<file path="src/rtl/port_rx_ctl.sv">
// Receive-side controller for a handshaked bidirectional port: synchronizes the
// port "R full" flag, strobes the B-side bus into a small FWFT FIFO, then clears the flag.
module port_rx_ctl #(
    parameter int unsigned WIDTH = 8,
    parameter int unsigned DEPTH = 4,
    parameter int unsigned AW    = 2
) (
    input  logic             cp,
    input  logic             clr_,
    input  logic             fr,
    input  logic [WIDTH-1:0] d,
    input  logic             rd,
    output logic             oeb_,
    output logic             clrr,
    output logic [WIDTH-1:0] q,
    output logic             empty,
    output logic             full,
    output logic [AW:0]      count,
    output logic             uflow
);

    localparam int unsigned CW       = AW + 1;
    localparam int unsigned CLRR_BIT = 0;
    localparam int unsigned OEB_BIT  = 1;

    // Encoding carries oeb_ (bit 1) and clrr (bit 0) directly so both are glitch-free flop outputs.
    typedef enum logic [2:0] {
        IDLE    = 3'b010,
        ENABLE  = 3'b000,
        CAPTURE = 3'b100,
        CLEAR   = 3'b011,
        WAIT    = 3'b110
    } state_t;

    state_t           state;
    state_t           state_nxt;
    logic             fr_m;
    logic             fr_s;
    logic [AW-1:0]    wr_ptr;
    logic [AW-1:0]    rd_ptr;
    logic [WIDTH-1:0] mem [DEPTH];
    logic             push_c;
    logic             pop_c;

    // Two-flop synchronizer for the asynchronous port flag.
    always_ff @(posedge cp) begin
        if (!clr_) begin
            fr_m <= 1'b0;
            fr_s <= 1'b0;
        end else begin
            fr_m <= fr;
            fr_s <= fr_m;
        end
    end

    always_ff @(posedge cp) begin
        if (!clr_) begin
            state <= IDLE;
        end else begin
            state <= state_nxt;
        end
    end

    // Stay in WAIT until the flag drops so one port word is never captured twice.
    always_comb begin
        state_nxt = state;
        push_c    = 1'b0;
        unique case (state)
            IDLE:    if (fr_s && !full) state_nxt = ENABLE;
            ENABLE:  state_nxt = CAPTURE;
            CAPTURE: begin
                state_nxt = CLEAR;
                push_c    = 1'b1;
            end
            CLEAR:   state_nxt = WAIT;
            WAIT:    if (!fr_s) state_nxt = IDLE;
            default: state_nxt = IDLE;
        endcase
    end

    assign oeb_  = state[OEB_BIT];
    assign clrr  = state[CLRR_BIT];
    assign pop_c = rd && !empty;

    // Pointer, occupancy and underflow bookkeeping.
    always_ff @(posedge cp) begin
        if (!clr_) begin
            wr_ptr <= '0;
            rd_ptr <= '0;
            count  <= '0;
            uflow  <= 1'b0;
        end else begin
            if (push_c) wr_ptr <= wr_ptr + AW'(1);
            if (pop_c)  rd_ptr <= rd_ptr + AW'(1);
            unique case ({push_c, pop_c})
                2'b10:   count <= count + CW'(1);
                2'b01:   count <= count - CW'(1);
                default: count <= count;
            endcase
            if (rd && empty) uflow <= 1'b1;
        end
    end

    // Storage is not reset; a reset during CAPTURE suppresses the write.
    always_ff @(posedge cp) begin
        if (clr_ && push_c) begin
            mem[wr_ptr] <= d;
        end
    end

    assign empty = (count == CW'(0));
    assign full  = (count == CW'(DEPTH));
    assign q     = empty ? '0 : mem[rd_ptr];

endmodule

</file>
<file path="config.mk">
export PLATFORM = sky130hd
export DESIGN_NAME = port_rx_ctl
export DESIGN_NICKNAME = d
export VERILOG_FILES = /design/src/rtl/port_rx_ctl.sv
export SDC_FILE = /design/constraint.sdc
export NUM_CORES = 1
export LEC_CHECK = 0
export CAP_MARGIN = 5
export CORE_MARGIN = 3
export CORE_UTILIZATION = 48
export DETAILED_ROUTE_END_ITERATION = 10
export GPL_TIMING_DRIVEN = 0
export PLACE_DENSITY = 0.75
export SYNTH_ARGS = -nofsm -noshare
export SYNTH_HDL_FRONTEND = slang
export SYNTH_SLANG_ARGS = --single-unit
</file>
<file path="constraint.sdc">
create_clock -name cp -period 1.9 [get_ports cp]
set_input_delay 0.38 -clock cp [delete_from_list [all_inputs] [get_ports cp]]
set_output_delay 0.38 -clock cp [all_outputs]
set_load 0.01 [all_outputs]
</file>
# Word-level counts from Yosys, hierarchy flattened
# Memory sizes are Yosys's and may differ from the RTL's. A register that Yosys moved wholly into a read port is not among the register bits.
# Cells that the tools add are included.
[classes] addsub=4 eq_ne=9 reduce_logical=10 n_mux=10
[op_table] operator="$pmux 3 s5" count=1
[op_table] operator="$eq 3x3->1 const B" count=3
[op_table] operator="$mux 8" count=1
[op_table] operator="$eq 3x2->1 const B" count=2
[op_table] operator="$logic_not 3->1" count=2
[op_table] operator="$mux 3" count=2
[op_table] operator="$pmux 3 s2" count=1
[op_table] operator="$add 2x1->2 const B" count=2
[op_table] operator="$logic_and 1x1->1" count=4
[op_table] operator="$mux 2" count=2
[op_table] operator="$ne 2x2->1 const B" count=2
[op_table] operator="$add 3x1->3 const B" count=1
[op_table] operator="$mux 1" count=3
[op_table] operator="$sub 3x1->3 const B" count=1
[op_table] operator="$eq 2x1->1 const B" count=1
[op_table] operator="$eq 2x2->1 const B" count=1
[op_table] operator="$logic_not 1->1" count=2
[op_table] operator="$reduce_and 2->1" count=1
[op_table] operator="$reduce_bool 2->1" count=1
[totals] ramBits=32 mem_count=1 ff_bits=13 wordCells=41 input_bits=12
[mem_list] memory="mem" words=4 word_bits=8 read_ports=1 rd_ports_with_merged_regs=1 write_ports=1 line="41" source="logic [WIDTH-1:0] mem [DEPTH];"

# Longest topological paths before layout
[logic_depth] ltp_word=5 ltp_mapped=8 mapped_depth_nobuf=8

# Least setup slack after synthesis
# Ideal clock, no wire load.
[synth_timing] path_kind="flip-flop to flip-flop" from="register count[0]" to="register count[2]" setup_slack_ps=-53 t_required_ps=1830 path_stages_with_launch=9 synth_period_minus_slack_ps=1953 t_arrival_ps=1883 cell_sequence="dfxtp_1 nor3_4 nor2b_1 ha_1 inv_1 fa_1 xor2_1 or3_1 a21boi_1"
[synth_between] elab_chain_cells=5
[synth_lines] item="start: declaration" line="18" source="output logic [AW:0] count,"
[synth_lines] item="start signal: assignment" line="96" source="2'b10: count <= count + CW'(1);"
[synth_lines] item="start signal: assignment" line="97" source="2'b01: count <= count - CW'(1);"
[synth_lines] item="start signal: assignment" line="98" source="default: count <= count;"
[synth_lines] item="$logic_not 3->1 (*)" line="111" source="assign empty = (count == CW'(0));"
[synth_lines] item="$logic_not 1->1 (*)" line="83" source="assign pop_c = rd && !empty;"
[synth_lines] item="$logic_and 1x1->1 (*)" line="83"
[synth_lines] item="named net pop_c" line="43" source="logic pop_c;"
[synth_lines] item="$eq 2x1->1 / $eq 2x2->1 (equally long branches)" line="95" source="unique case ({push_c, pop_c})"
[synth_lines] item="$pmux 3 s2 / $reduce_bool 2->1 (equally long branches)"
# The timed path passes the listed nets; every way through them passes the cells marked *.
# A chain may end at the register's enable or synchronous reset.

==> out/results.tsv <==
metric	value	unit
max_slew headroom	0.694	
vias per std cell	5.15	
FP Rows	22	
WHS	0.439	ns
final worst path period share	1.04	
share of cells above drive strength 1	0.325	
Clock Power Share	0.418	
Synth Area in Simple Gates	0.124	
Worst Tran Pin Value	0.459	ns
Main synth FF type	edfxtp_1	
post-synthesis xor/xnor area fraction	0.0137	
Post-Syn Instances	122	
Int Power	1.67	mW
synthesized area per cell	15.7	µm²
fmax	506	MHz
RSZ-0062 raised after global routing	true	
Post-Synth Adder-Cell Area	0.0430	
number of flops mapped to enable cells by yosys	32	
Tightest Hold Check Type	reg2reg	
die area	4800	µm²
CP top delay family	multiplexers	
1st-iter DRT viols	39	
Async SR Flop Fraction	0	
clk buf depth	2	
syn_nets	140	
remaining antenna violation count after routing	0	
crit end category	output port	
Seq pwr share	0.541	
vias in the first global route	1207	
max incr delay on CP	0.47	ns
post-synthesis mux area share	0.0990	
cell chain of the critical path	buf_6 > buf_6 > mux4_2 > nor2b_1 > buf_2	
Die Ht	69.3	µm
dpl hpwl	2190	µm
Critical Path RT	1.52	ns
top-count cell post-synth	edfxtp_1	
violated checks	negative setup slack	
Yosys reg bits	47	
Final Max Tran Viols	0	
post-synthesis sequential area ratio	0.657	
Final Worst Setup Slack	-0.0749	ns
clk sinks	47	
Net Sw Frac	0.179	
# H-tree levels	2	
Place WS	-0.581	ns
setup tns final	-0.538	ns
Area contributors post-synth	edfxtp_1 50%, dfxtp_1 16%, mux4_2 9.4%, ha_1 3.3%, nor2b_1 3.3%	
crit start category	register	
Core Box Area	3770	µm²
GP Congestion	0.684	
combinational family with the most area after synthesis	simple AND/OR/NAND/NOR gates	
Critical Path AT	1.59	ns
outcome	finished with violations	
largest area contributor in the netlist	edfxtp_1	
Routed WL	3440	µm
P per Cell Area	791	nW/µm²
critical path type	reg2out	
Pwr Total	2.03	mW
compound-gate portion of the synthesized area	0.0339	
warning count from the yosys run	0	
1st-pass router iterations	4	
ant diodes	0	
via count	1118	
routed len/inst	15.9	µm
I/O Buffers	27	
CP most frequent cell	buf_6	
total gr overflow	0	
final setup vio count	8	
CTS root buf	clkbuf_8	
GRT Overall Usage	0.152	
initial antenna violation count	0	
Initial Util	0.509	
Comb pwr share	0.041	
die width	69.3	µm
CTS buffer count	5	
post-route clock skew	0.00705	ns
P&R area growth vs syn	33.6	%
switching power	364	µW
clk_lat worst skew	0.29	ns
fin area	2560	µm²
DRC	0	
Worst-path clk slew	0.09	ns
Synth Cell Area	1920	µm²
CTS tree	yes	
VDD IR-drop max	0.542	mV
synth cell count leaders	32 x edfxtp_1, 15 x dfxtp_1, 10 x nor2b_1, 9 x and2_1	
# Max-Cap Violations	0	
pin count of the biggest net entering global routing	16	
I/O Pins	28	
final hold viol count	0	
Post-DP Area	2250	µm²
Lkg Pwr	0.929	nW
Synth top area share	0.500	
count of cell types in the netlist	30	
global-route wire length before repair	5570	µm
worst-path maximum fanout	4	
Final min period	1.97	ns
nets	186	
CP bufs+invs	3	
CP max-delay cell	mux4_2	
-- through the flow --
step / instances / utilization
finish: 217 / 0.680
global placement: 197 / 0.598
global route: 217 / 0.680
detailed placement: 197 / 0.598
floorplan: 122 / -
CTS: 214 / 0.656
-- flip-flops by register name, indices dropped and copies added (netlist names), named ones only --
| signal | cells |
|---|---|
| mem | 32 |
| count | 3 |
| state | 3 |
| rd_ptr | 2 |
| wr_ptr | 2 |
| fr_m | 1 |
| fr_s | 1 |
| uflow | 1 |
-- final timing paths --
check	startpoint	endpoint	slack [ns]	depth (start not counted)
max	register	q[2]	-0.07	5
max reg2reg	count[1]	count[2]	0	9
min	fr_m	fr_s	0.44	1
min reg2reg	fr_m	fr_s	0.44	1
-- kinds of logic after synthesis --
family	after synthesis
buf+inv	12
flops	47
fa+ha+maj	6
xor+xnor	3
compound gates	11
simple gates	34
mux	9
-- placed cells by master, fill, tap and decap left out, drive strengths merged, types with 2 or more instances in the layout --
master and count:
nand2 4, a21boi 2, xnor2 2, or3 2, nor3b 3, buf 22
edfxtp 32, bufinv 2, clkdlybuf4s50 16, dlygate4sd2 2, inv 8, mux4 8
dfxtp 15, ha 5, nor2b 11, o21ai 7, and2 9, clkbuf 7
-- power by group through the flow --
stage / registers [mW] / logic, mW / clock network (mW)
after floorplan: 1.13 / 0.0239 / 0
after global placement: 1.13 / 0.0690 / 0
after detailed placement: 1.13 / 0.0722 / 0
after CTS: 1.10 / 0.0773 / 0.853
after global routing: 1.10 / 0.0892 / 0.901
final: 1.10 / 0.0824 / 0.849
-- repair_timing --
action,CTS,global route
setup endpoints to repair,12,11
setup buffers,9,3
resized for setup,47,14
pin swaps,2,2
hold buffers,0,0
-- metal layers --
metal  vias up  part of all wire  GRT usage
li1        538                 -          -
met1       560              0.41      0.178
met3         5             0.029     0.0362
met4         0             0.013     0.0586
met2        15              0.55      0.268
met5         -                 0          0
-- cell type report --
cell class	instances	area (µm²)
Inverter	8	30.0
Sequential cell	47	1270
Clock buffer	5	68.8
Buffer	4	31.3
Timing Repair Buffer	39	368
Tap cell	48	60.1
Fill cell	244	1210
Multi-Input combinational cell	63	666
Clock inverter	3	67.6
Power figures use the tool's default switching activity.
==> edit 1 (config.mk and constraints unchanged) <==
Register the output `count` once more; this adds one clock of latency there. The other outputs are not delayed to match.
--- a/src/rtl/port_rx_ctl.sv
+++ b/src/rtl/port_rx_ctl.sv
@@ -31,6 +31,8 @@
         CLEAR   = 3'b011,
         WAIT    = 3'b110
     } state_t;
+
+    logic [AW:0] count_s0;
 
     state_t           state;
     state_t           state_nxt;
@@ -87,15 +89,15 @@
         if (!clr_) begin
             wr_ptr <= '0;
             rd_ptr <= '0;
-            count  <= '0;
+            count_s0 <= '0;
             uflow  <= 1'b0;
         end else begin
             if (push_c) wr_ptr <= wr_ptr + AW'(1);
             if (pop_c)  rd_ptr <= rd_ptr + AW'(1);
             unique case ({push_c, pop_c})
-                2'b10:   count <= count + CW'(1);
-                2'b01:   count <= count - CW'(1);
-                default: count <= count;
+                2'b10:   count_s0 <= count_s0 + CW'(1);
+                2'b01:   count_s0 <= count_s0 - CW'(1);
+                default: count_s0 <= count_s0;
             endcase
             if (rd && empty) uflow <= 1'b1;
         end
@@ -108,9 +110,13 @@
         end
     end
 
-    assign empty = (count == CW'(0));
-    assign full  = (count == CW'(DEPTH));
+    assign empty = (count_s0 == CW'(0));
+    assign full  = (count_s0 == CW'(DEPTH));
     assign q     = empty ? '0 : mem[rd_ptr];
+
+    always_ff @(posedge cp) begin
+        count <= count_s0;
+    end
 
 endmodule
 
Check against the original RTL: not equivalent (a bounded check fails within 4 cycles, from zero or initial values).
==> edit 1 against the unedited design <==
The run still ends with negative setup slack left. Power is 2.7% lower. Critical endpoint is now q[4]. Routed wire length is 2.8% lower. Via count is 0.27% higher. Area after synthesis is 7.0% higher. Worst setup slack worse by 0.0039 ns. Cell area is 3.8% higher. Sequential cell count is 3 higher. Cell count is 1.4% higher.
==> edit 1: results (changes against the unedited design) <==
| Metric | Value |
|---|---|
| Failing checks | `negative setup slack` |
| Placed cells | `202 (+2.5%)` |
| Initial DRC count | `57 (+46%)` |
| CP max stage delay | `0.49 ns (+0.02 ns)` |
| Sequential-to-total area share from yosys stat | `0.643 (-0.0136)` |
| Cell area after layout | `0.00266 mm² (+3.8%)` |
| Filler cells | `280 (+15%)` |
| I/O Buffers | `27 (unchanged)` |
| Final WS setup | `-0.0788 ns (-0.00389 ns)` |
| Leakage | `0.948 nW (+2.0%)` |
| VDD IR max | `0.551 mV (+1.7%)` |
| Status | `finished, violations left` |
| Synth top area cells | `edfxtp_1 (47%), dfxtp_1 (18%), mux4_2 (8.8%), nor2b_4 (5.4%), ha_1 (3.0%)` |
| First-pass GRT wire length | `5650 µm (+1.5%)` |
| Final setup fails | `8 (unchanged)` |
| Drt first pass iters | `2 (-2)` |
| Skew final | `0.00758 ns (+0.000533 ns)` |
| GP Congestion | `0.719 (+5.1%)` |
| Synth cell types | `32 (+6.7%)` |
| Syn Nets | `143 (+2.1%)` |
| DP Wirelength | `2300 µm (+5.0%)` |
| Final setup TNS | `-0.525 ns (+0.0128 ns)` |
| Cell Area, Placed | `0.00239 mm² (+5.9%)` |
| Mean area per synthesized cell | `16.4 µm² (+4.4%)` |
| Vias per inst | `5.10 (-1.1%)` |
| Most frequent cells after synthesis | `edfxtp_1 (32), dfxtp_1 (18), and2_1 (9)` |
| Non-filler cells, final | `220 (+1.4%)` |
| Number of global-route vias before repair | `1179 (-2.3%)` |
| Wire per inst | `15.2 µm (-4.1%)` |
==> edit 1: cell types whose count changed after synthesis, sizes merged <==
cell,delta
dfxtp,+3
==> edit 1: cell families (layout without fill, tap and decap cells) <==
logic type      Yosys count  in the layout  synth area share
compound gates           11             11            0.0353
xor+xnor                  3              3            0.0128
fa+ha+maj                 6              6            0.0402
buf+inv                  12             57            0.0317
flops                    50             50             0.643
mux                       9              9            0.0926
simple gates             34             34             0.144
==> edit 1: final timing paths <==
kind                    start          end  slack (ns)  cells past startpoint
setup / recovery     register         q[4]       -0.08                      5
hold / removal    count_s0[2]     count[2]        0.41                      0
setup reg to reg  count_s0[0]  count_s0[2]        0.10                      8
hold reg to reg   count_s0[2]     count[2]        0.41                      0
==> edit 1: routing by layer <==
layer / vias up / global-route usage / wire [µm]
met3: 5 / 0.0435 / 133
met2: 22 / 0.246 / 1780
met4: 0 / 0.0501 / 35
met1: 560 / 0.183 / 1400
met5: - / 0 / 0
li1: 534 / - / -
==> edit 1: power groups by stage <==
stage               clock network (mW)  registers (mW)  logic (mW)
floorplan                            0            1.19      0.0283
global placement                     0            1.19      0.0740
detailed placement                   0            1.19      0.0768
CTS                              0.735            1.16      0.0843
global route                     0.782            1.17      0.0928
finish                           0.725            1.16      0.0849
==> edit 1: timing repair <==
action / 4_1_cts / 5_1_grt
setup endpoints to repair: 11 / 11
setup buffers: 9 / 1
pin swaps: 1 / 4
gates resized for setup: 58 / 7
endpoints found under the hold margin: 0 / 0
==> edit 1: area by class of cell <==
type                            count  area share
Sequential cell                    50       0.501
Multi-Input combinational cell     63       0.264
Timing Repair Buffer               37       0.144
Clock buffer                        6      0.0273
Tap cell                           50      0.0235
Buffer                              4      0.0150
Clock inverter                      2      0.0141
Inverter                            8      0.0113
==> edit 2 (config.mk and constraints unchanged) <==
Without the edit above. Change the parameter `AW` from 2 to 1.
--- a/src/rtl/port_rx_ctl.sv
+++ b/src/rtl/port_rx_ctl.sv
@@ -3,7 +3,7 @@
 module port_rx_ctl #(
     parameter int unsigned WIDTH = 8,
     parameter int unsigned DEPTH = 4,
-    parameter int unsigned AW    = 2
+    parameter int unsigned AW    = 1
 ) (
     input  logic             cp,
     input  logic             clr_,
Ports: changed (resized count); port bits go from 28 to 27. No check against the original RTL was run, so the function may have changed too.
==> edit 2 against the unedited design <==
Sequential cell count fell by 20. Worst hold slack improved by 0.019 ns. Combinational power fell by 54%. Maximum frequency is 13% higher. Cell area down 45%. Routed wire length decreased by 51%. Power is 56% lower. Worst setup slack gained 0.22 ns. Clock power decreased by 73%. Area after synthesis decreased by 46%. Synthesized cell count is 35% lower. Count of clock-buffer cells in the layout shrank 1.
==> edit 2: results (changes against the unedited design) <==
| Metric | Value |
|---|---|
| Status | `finished clean` |
| Mux contribution to synthesized area | `0.106 (+0.00649)` |
| Clock transition at the registers of the reported paths | `0.13 ns (+0.04 ns)` |
| Inverters | `2 (-6)` |
| TritonCTS Buffers | `3 (-2)` |
| Worst hold margin | `0.458 ns (+0.0192 ns)` |
| H-tree depth | `1 (-1)` |
| Worst-path fanout max | `7 (+3)` |
| Clock Power | `230 µW (-73%)` |
| Post-synth EDFFs | `16 (-50%)` |
| GP Congestion | `0.668 (-2.3%)` |
| Sequential share of cell area | `0.504 (+0.00787)` |
| Reg-to-reg endpoint | `mem[0][4]` |
| M2 GR Usage | `0.246 (-0.0221)` |
| Root buffer cell | `clkbuf_4` |
| CP Capture Point | `oeb_` |
| Fraction of area in non-clock buffers | `0.214 (+0.0583)` |
| First-pass GRT wire length | `2770 µm (-50%)` |
| DP Wirelength | `1230 µm (-44%)` |
| Met1 wire length | `721 µm (-49%)` |
| Crit path DAT | `1.37 ns (-0.22 ns)` |
| Met3 wire len | `74 µm (-27%)` |
| Clk_lat worst skew | `0.31 ns (+0.02 ns)` |
| I/O Buffers | `26 (-3.7%)` |
| Most frequent cells after synthesis | `edfxtp_1 (16), nor2_1 (16), dfxtp_1 (11), mux2i_1 (11), nand2_1 (3)` |
| Nets | `124 (-33%)` |
| CP delay by family, top | `buffers and inverters` |
| Skew final | `0.00524 ns (-0.00181 ns)` |
| Multi-input gate share of total cell area | `0.234 (-0.0260)` |
| Gr usage total | `0.139 (-0.0129)` |
| Compound-Gate Fraction of Synth Area | `0.0336 (-0.000303)` |
| Syn Nets | `91 (-35%)` |
| VDD IR max | `0.440 mV (-19%)` |
| Initial DRC count | `7 (-82%)` |
| Adder-Cell Fraction of Synth Area | `0 (-0.0430)` |
[edit 2: cell count changes in the layout (fill, tap and decap cells not counted), moves of 7 or more]
cell	change
mux4_2	-8
mux2i_1	+10
and2_1	-7
buf_4	-7
edfxtp_1	-16
nor2_1	+13
[edit 2: stage by stage]
stage / cell area (µm²) / power [mW] / util / setup WS (ns) / instances
5_1_grt: 1400 / 0.928 / 0.701 / 0.0587 / 138
6_report: 1400 / 0.888 / 0.701 / 0.145 / 138
4_1_cts: 1400 / 0.899 / 0.698 / 0.00290 / 138
3_3_place_gp: 1340 / 0.672 / 0.668 / -0.0679 / 132
2_1_floorplan: 1040 / 0.643 / - / 0.358 / 79
3_5_place_dp: 1340 / 0.674 / 0.668 / -0.105 / 132
[edit 2: what timing repair did]
action,4_1_cts,5_1_grt
hold buffers,0,0
resized for setup,18,3
endpoints found under the setup margin,10,10
buffers inserted,2,0
